$ cat config.mk
export PLATFORM = sky130hd
export DESIGN_NAME = field_extract_flat
export DESIGN_NICKNAME = d
export VERILOG_FILES = /design/src/rtl/field_extract_if.sv /design/src/rtl/field_extract.sv /design/src/flat_wrapper.sv
export SDC_FILE = /design/constraint.sdc
export NUM_CORES = 1
export LEC_CHECK = 0
export CAP_MARGIN = 20
export CORE_MARGIN = 8
export CORE_UTILIZATION = 56
export CTS_CLUSTER_SIZE = 40
export DETAILED_ROUTE_END_ITERATION = 7
export MAX_ROUTING_LAYER = met4
export PLACE_DENSITY = 0.87
export SYNTH_ARGS = -nofsm -noshare
export SYNTH_HDL_FRONTEND = slang
export SYNTH_SLANG_ARGS = --single-unit
export TNS_END_PERCENT = 10
$ cat constraint.sdc
create_clock -name clk -period 6.2 [get_ports clk]
set_input_delay 1.24 -clock clk [delete_from_list [all_inputs] [get_ports clk]]
set_output_delay 1.24 -clock clk [all_outputs]
set_load 0.01 [all_outputs]
$ cat src/rtl/field_extract_if.sv
// Read-side request/response bundle between the CPU operand path and the
// field extractor. The master drives the read request, stall and bank data;
// the slave returns the extracted field.
interface field_extract_if;
  logic        data_hazard;
  logic [15:0] bus_in;
  logic        bus_load;
  logic        latch_address_r;
  logic [2:0]  R0;
  logic [2:0]  L_select;
  logic        rd_req;
  logic [7:0]  data_out;
  logic        data_valid;

  modport master (
    output data_hazard, bus_in, bus_load, latch_address_r, R0, L_select, rd_req,
    input  data_out, data_valid
  );

  modport slave (
    input  data_hazard, bus_in, bus_load, latch_address_r, R0, L_select, rd_req,
    output data_out, data_valid
  );
endinterface

$ cat src/rtl/field_extract.sv
// Field extractor: captures {LBD,RBD} bank data, picks one bank, rotates the
// addressed field down to bit 0 and masks it to L bits. Two pipeline stages,
// all registers frozen by data_hazard.
module field_extract (
  input  logic            clk,
  input  logic            rst,
  field_extract_if.slave  io_fx
);
  localparam int STAGES = 2;

  // Stage-1 payload: selected source byte plus the field descriptor.
  typedef struct packed {
    logic [7:0] src;
    logic [2:0] r0;
    logic [2:0] len;
  } s1_t;

  logic [7:0]        r_lbd;
  logic [7:0]        r_rbd;
  s1_t               r_s1;
  logic [7:0]        r_data_out;
  logic [STAGES:1]   r_vld_pipe;
  logic [STAGES:0]   w_vld_pipe;
  s1_t               w_s1_nxt;
  logic [7:0]        w_rot;
  logic [7:0]        w_mask;
  logic [7:0]        w_field;
  logic              w_run;

  // Circular right rotate: result bit i comes from source bit (i+r) mod 8,
  // so fields straddling bit 7 wrap back to source bit 0.
  function automatic logic [7:0] rotr8(input logic [7:0] x, input logic [2:0] r);
    logic [7:0] y;
    logic [2:0] idx;
    y = '0;
    for (int i = 0; i < 8; i++) begin
      idx  = 3'(i) + r;
      y[i] = x[idx];
    end
    return y;
  endfunction

  // Length 0 encodes a full byte; otherwise L low-order ones.
  function automatic logic [7:0] mask8(input logic [2:0] len);
    return (len == 3'd0) ? 8'hFF : ((8'h01 << len) - 8'h01);
  endfunction

  assign w_run         = !io_fx.data_hazard;
  assign w_vld_pipe    = {r_vld_pipe, io_fx.rd_req};

  // Bank select uses the registered banks, so a same-cycle load is not seen.
  assign w_s1_nxt.src  = io_fx.latch_address_r ? r_rbd : r_lbd;
  assign w_s1_nxt.r0   = io_fx.R0;
  assign w_s1_nxt.len  = io_fx.L_select;

  assign w_rot         = rotr8(r_s1.src, r_s1.r0);
  assign w_mask        = mask8(r_s1.len);
  assign w_field       = w_rot & w_mask;

  // Bank registers: capture read data from the I/O side.
  always_ff @(posedge clk) begin
    if (!rst) begin
      r_lbd <= '0;
      r_rbd <= '0;
    end else if (w_run && io_fx.bus_load) begin
      r_lbd <= io_fx.bus_in[15:8];
      r_rbd <= io_fx.bus_in[7:0];
    end
  end

  // Stage 1: latch selected source byte and field descriptor every cycle.
  always_ff @(posedge clk) begin
    if (!rst) begin
      r_s1 <= '0;
    end else if (w_run) begin
      r_s1 <= w_s1_nxt;
    end
  end

  // Valid shift register; a stalled rd_req is simply never shifted in.
  always_ff @(posedge clk) begin
    if (!rst) begin
      r_vld_pipe <= '0;
    end else if (w_run) begin
      r_vld_pipe <= w_vld_pipe[STAGES-1:0];
    end
  end

  // Stage 2: result register; holds its last value when no request is in stage 1.
  always_ff @(posedge clk) begin
    if (!rst) begin
      r_data_out <= '0;
    end else if (w_run && w_vld_pipe[1]) begin
      r_data_out <= w_field;
    end
  end

  assign io_fx.data_out   = r_data_out;
  assign io_fx.data_valid = r_vld_pipe[STAGES];
endmodule

$ cat src/flat_wrapper.sv
// flat-port wrapper written by rule: the top's interface ports become plain ports
module field_extract_flat 
  (clk, rst, io_fx_data_hazard, io_fx_bus_in, io_fx_bus_load, io_fx_latch_address_r, io_fx_R0, io_fx_L_select, io_fx_rd_req, io_fx_data_out, io_fx_data_valid);
  field_extract_if io_fx_i ();
  input  logic clk;
  input  logic rst;
  input wire logic [$bits(io_fx_i.data_hazard)-1:0] io_fx_data_hazard;
  input wire logic [$bits(io_fx_i.bus_in)-1:0] io_fx_bus_in;
  input wire logic [$bits(io_fx_i.bus_load)-1:0] io_fx_bus_load;
  input wire logic [$bits(io_fx_i.latch_address_r)-1:0] io_fx_latch_address_r;
  input wire logic [$bits(io_fx_i.R0)-1:0] io_fx_R0;
  input wire logic [$bits(io_fx_i.L_select)-1:0] io_fx_L_select;
  input wire logic [$bits(io_fx_i.rd_req)-1:0] io_fx_rd_req;
  output wire logic [$bits(io_fx_i.data_out)-1:0] io_fx_data_out;
  output wire logic [$bits(io_fx_i.data_valid)-1:0] io_fx_data_valid;
  assign io_fx_i.data_hazard = io_fx_data_hazard;
  assign io_fx_i.bus_in = io_fx_bus_in;
  assign io_fx_i.bus_load = io_fx_bus_load;
  assign io_fx_i.latch_address_r = io_fx_latch_address_r;
  assign io_fx_i.R0 = io_fx_R0;
  assign io_fx_i.L_select = io_fx_L_select;
  assign io_fx_i.rd_req = io_fx_rd_req;
  assign io_fx_data_out = io_fx_i.data_out;
  assign io_fx_data_valid = io_fx_i.data_valid;
  field_extract u_core (.clk(clk), .rst(rst), .io_fx(io_fx_i));
endmodule
==> results of run 1 <==
final timing paths:
| check | start | endpoint | slack, ns | cells after the start |
|---|---|---|---|---|
| max | io_fx_data_hazard | u_core.r_lbd[0]$_SDFFE_PN0P_ | 3.03 | 4 |
| min | u_core.io_fx.data_out[7]$_SDFFE_PN0P_ | u_core.io_fx.data_out[7]$_SDFFE_PN0P_ | 0.45 | 2 |
| max reg2reg | u_core.r_s1[3]$_SDFFE_PN0N_ | u_core.io_fx.data_out[1]$_SDFFE_PN0P_ | 3.77 | 5 |
| min reg2reg | u_core.io_fx.data_out[7]$_SDFFE_PN0P_ | u_core.io_fx.data_out[7]$_SDFFE_PN0P_ | 0.45 | 2 |
where the power goes:
part,total (mW),internal [mW],switching (mW)
Clock,0.140,0.0556,0.0847
Combinational,0.0785,0.0435,0.0350
Sequential,0.278,0.267,0.0111
through the flow:
step                      hold slack, ns  utilization [%]
after floorplan                    0.434                -
after global placement             0.436             66.8
after detailed placement           0.441             66.8
after CTS                          0.457             68.6
after global routing               0.483             68.6
final                              0.453             68.6
cells by family (layout without fill, tap and decap cells):
kind of cell | Yosys count | in the layout
compound gates | 43 | 43
simple gates | 92 | 92
buf+inv | 20 | 46
mux | 34 | 34
flops | 40 | 40
xor+xnor | 4 | 4
fa+ha+maj | 2 | 2
cell type report:
type	count	share of cell area (%)
Inverter	2	0.306
Multi-Input combinational cell	175	47.4
Timing Repair Buffer	36	14.7
Sequential cell	40	32.6
Clock buffer	7	2.24
Tap cell	48	2.45
Clock inverter	1	0.306
routing by layer:
layer  routed length (um)  GRT usage [%]  vias up
met1                 1920           18.4      754
met5                    0              -        -
met4                   80           6.35        0
met2                 1950           23.9       54
met3                  212           4.95        8
li1                     -              -      852
worst max-delay path, stage by stage:
cell and delay, ns:
clkdlybuf4s50_1 0.92, nor2b_1 0.98, nand2_1 0.13, a21boi_0 0.18
placed cells by master, fill, tap and decap left out, drive strengths merged, types with 4 or more instances in the layout:
cell and instances:
a21boi 16, a22oi 5, and2 9, clkbuf 7, clkdlybuf4s50 36, dfxtp 40
mux2i 30, nand2 52, nand3 4, nor2 10, nor2b 13, o21ai 10
registers in the layout (all words and copies together) (netlist names):
| register | count |
|---|---|
| u_core.r_rbd | 8 |
| u_core.r_vld_pipe | 2 |
| u_core.r_s1 | 14 |
| u_core.io_fx.data_out | 8 |
| u_core.r_lbd | 8 |
==> impl_metrics.json, run 1 <==
{
  "io_buffers": 36,
  "multi_input_area_um2": 1160,
  "hpwl_um": 3090,
  "globalplace.congestion": 0.923,
  "syn_nets": 265,
  "regArea_um2": 801,
  "start_util_pct": 57.0,
  "ys_warn_count": 0,
  "grt.overflow.total": 0,
  "setup_violations": 0,
  "drt_first_pass_iters": 5,
  "synth_edf_count": 0,
  "placementRows": 22,
  "grt_max_degree": 38,
  "avgRoutedWirePerCell_um": 13.5,
  "drc": 0,
  "area_delta_synth_final_pct": 20.2,
  "slew_viol_final": 0,
  "hold_class": "flop to flop",
  "nFillCells": 315,
  "grt_pass1_vias": 1627,
  "finalCritPeriodShare_pct": 51.2,
  "synth_area_leaders": "dfxtp_1 39%, mux2i_1 15%, nand2_1 9.6%",
  "yosys.area_share.adder_pct": 1.23,
  "synth.most_common_cell": "nand2_1",
  "diodes": 0,
  "syn_avg_cell_area_um2": 8.68,
  "cellLeakagePower_nw": 0.931,
  "crit_type": "primary input to flop",
  "pre_cts_ws_ns": 2.66,
  "slew_headroom_pct": 30.5,
  "drt_iter0_markers": 92,
  "numCtsBuffers": 5,
  "power_per_cell_area_nw_per_um2": 202,
  "cts_setup_buffers": 0,
  "ctsResizeCount": 0,
  "cts_root_buf": "clkbuf_4",
  "track_usage_pct": 15.6,
  "antenna_found_initial": 0,
  "rsz0062_at_grt": "false",
  "cts.sinks": 40,
  "wirelength_um": 4160,
  "synth_top_cell_by_area": "dfxtp_1",
  "min_period_ns": 3.17,
  "clk_pin_slew_ns": 0.11,
  "synthMuxAreaShare_pct": 18.6,
  "finalHoldViolCount": 0,
  "tns_ns": 0,
  "place_area_um2": 2390,
  "timing.critical_path.required_ns": 6.47,
  "dp_cells": 301,
  "grt_pass1_wl_um": 7360,
  "worst_slack_ns": 3.03,
  "nNetsFinal": 290,
  "yosysSeqAreaShare_pct": 39.2,
  "synth_top_family_by_area": "simple AND/OR/NAND/NOR gates",
  "clock_latency_ns": 0.34,
  "max-vdd-ir-drop_mv": 0.152,
  "h-tree-depth": 2,
  "syn_area_um2": 2040,
  "clockBufferDepth": 2,
  "pin_count": 37,
  "critPathMaxFanout": 27,
  "postCtsHoldBufs": 0,
  "worstMarginPinSlew_ns": 1.04,
  "via_per_inst": 5.40,
  "die_x_um": 76.4,
  "drive_gt1_share_pct": 4.98,
  "synth_compound_area_share_pct": 14.8,
  "critPathCaptureType": "flop",
  "yosys_most_used_dff": "dfxtp_1",
  "ys_seq_elements": 40,
  "cts_tree": "yes",
  "yosysUniqueCellTypes": 33,
  "synth_common_cells": "52 x nand2_1, 40 x dfxtp_1, 30 x mux2i_1",
  "cp.arrival_ns": 3.45,
  "num_vias": 1668,
  "fmax_ghz": 0.315,
  "synth_top_area_share_pct": 39.2,
  "stdcell_count": 309,
  "die_height_um": 76.4,
  "coreArea_um2": 3580,
  "synth_xor_area_share_pct": 2.08,
  "power_mw": 0.497,
  "outcome": "complete, no violations",
  "skew_ns": 0.00510,
  "netlist_instances": 235,
  "yosys.area_share.simple_pct": 20.2,
  "die_area_um2": 5830,
  "start_kind": "primary input",
  "design_area_um2": 2450,
  "detail-route-antenna-nets": 0,
  "synthArstFlopShare_pct": 0,
  "maxCapViolCount": 0
}
Power figures use the tool's default switching activity.
==> inputs of run 2 (changes only) <==
--- a/config.mk
+++ b/config.mk
@@ -7,11 +7,11 @@
 export LEC_CHECK = 0
 export CAP_MARGIN = 20
 export CORE_MARGIN = 8
-export CORE_UTILIZATION = 56
+export CORE_UTILIZATION = 47
 export CTS_CLUSTER_SIZE = 40
 export DETAILED_ROUTE_END_ITERATION = 7
 export MAX_ROUTING_LAYER = met4
-export PLACE_DENSITY = 0.87
+export PLACE_DENSITY = 0.79
 export SYNTH_ARGS = -nofsm -noshare
 export SYNTH_HDL_FRONTEND = slang
 export SYNTH_SLANG_ARGS = --single-unit
==> constraint.sdc (replaced) <==
create_clock -name clk -period 2.6 [get_ports clk]
set_input_delay 0.52 -clock clk [delete_from_list [all_inputs] [get_ports clk]]
set_output_delay 0.52 -clock clk [all_outputs]
set_load 0.01 [all_outputs]
==> run 2 against run 1 <==
Effect of this change:
- hold slack better by 0.0015 ns
- via count is 1.0% lower
- die area is 15% higher
- clock power grew to 2.7 times the previous value
- clock skew is 0.0016 ns higher
- global-route usage is 1.7 points lower
==> impl_metrics.json, run 2 (synthesis gave the netlist of run 1 again) <==
{
  "outcome": "complete, no violations",
  "clock_power_share_pct": 30.9,
  "start_util_pct": 47.9,
  "cts_root_buf": "clkbuf_8",
  "design_area_um2": 2520,
  "hold-path-cell-count": 2,
  "num_vias": 1651,
  "grt_pass1_wl_um": 7110,
  "final_common_cell": "nand2_1",
  "critPathLaunch": "u_core.r_s1[4]$_SDFFE_PN0N_",
  "layout_common_cells": "52 x nand2_1, 40 x dfxtp_1, 36 x clkdlybuf4s50_1",
  "die_height_um": 81.9,
  "worst-r2r-cell-count": 5,
  "fmax_ghz": 0.452,
  "clockBufferDepth": 2,
  "skew_ns": 0.00667,
  "coreArea_um2": 4260,
  "worst_slack_ns": 0.387,
  "hold_class": "flop to flop",
  "drt_first_pass_iters": 4,
  "nFillCells": 380,
  "setup_violations": 0,
  "regToRegSetupSlack_ns": 0.39,
  "drive_gt1_share_pct": 6.77,
  "largest_reg_flops": 14,
  "cp.arrival_ns": 2.40,
  "top_register": "u_core.r_s1",
  "slew_headroom_pct": 61.2,
  "diodes": 0,
  "slew_viol_final": 0,
  "detail-route-antenna-nets": 0,
  "tns_ns": 0,
  "power_mw": 1.24,
  "grt.overflow.total": 0,
  "cts_setup_buffers": 0,
  "grt_pass1_vias": 1520,
  "io_buffers": 36,
  "stdcell_count": 318,
  "antenna_found_initial": 0,
  "max-vdd-ir-drop_mv": 0.307,
  "p_switching_mw": 0.311,
  "ctsResizeCount": 0,
  "grt_max_degree": 28,
  "place_area_um2": 2440,
  "cellLeakagePower_nw": 0.971,
  "wirelength_um": 4310,
  "clock_latency_ns": 0.29,
  "p_sw_share_pct": 25.1,
  "maxCapViolCount": 0,
  "holdPathEnd": "u_core.r_rbd[7]$_SDFFE_PN0P_",
  "min_period_ns": 2.21,
  "drc": 0,
  "cts.sinks": 40,
  "power_per_cell_area_nw_per_um2": 491,
  "h-tree-depth": 2,
  "numCtsBuffers": 5,
  "post-route-util_pct": 59.1,
  "hp-start": "u_core.r_rbd[7]$_SDFFE_PN0P_",
  "r2r_start": "u_core.r_s1[4]$_SDFFE_PN0N_",
  "nNetsFinal": 296,
  "globalplace.congestion": 0.874,
  "clk_pin_slew_ns": 0.07,
  "track_usage_pct": 13.9,
  "worstMarginPinSlew_ns": 0.582,
  "critPathMaxFanout": 9,
  "timing.critical_path.required_ns": 2.78,
  "pre_cts_ws_ns": 0.424,
  "via_per_inst": 5.19,
  "p_int_mw": 0.927,
  "crit_type": "flop to flop",
  "dp_cells": 311,
  "reg2reg_to": "u_core.io_fx.data_out[1]$_SDFFE_PN0P_",
  "placementRows": 24,
  "cts_tree": "yes",
  "avgRoutedWirePerCell_um": 13.6,
  "area_delta_synth_final_pct": 23.4,
  "hpwl_um": 3290,
  "finalHoldViolCount": 0,
  "pin_count": 37,
  "finalCritPeriodShare_pct": 85.1,
  "rsz0062_at_grt": "false",
  "postCtsHoldBufs": 0,
  "drt_iter0_markers": 134,
  "start_kind": "flop",
  "critPathCaptureType": "flop",
  "hold_ws_ns": 0.455,
  "power_frac_comb_pct": 16.2,
  "die_area_um2": 6710,
  "die_x_um": 81.9,
  "seq_power_share_pct": 53.0
}
-- run 2: changes by cell type in the layout (fill, tap and decap cells not counted), sizes merged --
| cell | delta |
|---|---|
| clkinv | +1 |
| buf | +6 |
| clkinvlp | -1 |
| clkbuf | -1 |
-- run 2: worst max-delay path, stage by stage, from the launching register on --
cell and delay (ns):
dfxtp_1 0.49, inv_1 0.13, ha_1 0.48, mux4_2 0.56, mux2_2 0.27, a22o_1 0.19
-- run 2: final cells by class --
class	count	area, um2	area share, %
Inverter	2	7.51	0.298
Multi-Input combinational cell	175	1160	46.1
Tap cell	52	65.1	2.58
Sequential cell	40	801	31.8
Clock buffer	6	72.6	2.88
Clock inverter	1	5.00	0.199
Timing Repair Buffer	42	405	16.1
-- run 2: how the worst max path moves through the flow --
stage / endpoint / cells after the start / slack [ns]
after floorplan: u_core.io_fx.data_out[1]$_SDFFE_PN0P_ / 7 / 0.19
after global placement: u_core.io_fx.data_out[1]$_SDFFE_PN0P_ / 5 / 0.49
after detailed placement: u_core.io_fx.data_out[1]$_SDFFE_PN0P_ / 5 / 0.42
after CTS: u_core.io_fx.data_out[1]$_SDFFE_PN0P_ / 5 / 0.41
after global routing: u_core.io_fx.data_out[1]$_SDFFE_PN0P_ / 5 / 0.29
final: u_core.io_fx.data_out[1]$_SDFFE_PN0P_ / 5 / 0.39
-- run 2: power by group through the flow --
| stage | logic [mW] | registers, mW | clock network, mW |
|---|---|---|---|
| floorplan | 0.132 | 0.664 | 0 |
| global placement | 0.196 | 0.668 | 0 |
| detailed placement | 0.200 | 0.669 | 0 |
| CTS | 0.200 | 0.655 | 0.395 |
| global route | 0.221 | 0.658 | 0.422 |
| finish | 0.200 | 0.656 | 0.382 |
-- run 2: routing by layer --
layer | part of all wire, % | up-vias | track usage [%]
met1 | 47 | 740 | 18.1
met3 | 5.8 | 4 | 3.83
li1 | - | 860 | -
met4 | 0.72 | 0 | 3.68
met2 | 46 | 47 | 20.6
met5 | 0 | - | -
==> inputs of run 3 (changes only) <==
--- a/config.mk
+++ b/config.mk
@@ -8,6 +8,7 @@
 export CAP_MARGIN = 20
 export CORE_MARGIN = 8
 export CORE_UTILIZATION = 47
+export CTS_CLUSTER_DIAMETER = 100
 export CTS_CLUSTER_SIZE = 40
 export DETAILED_ROUTE_END_ITERATION = 7
 export MAX_ROUTING_LAYER = met4
==> results of run 3 <==
Final layout, timing and power as in run 2 (identical DEF).
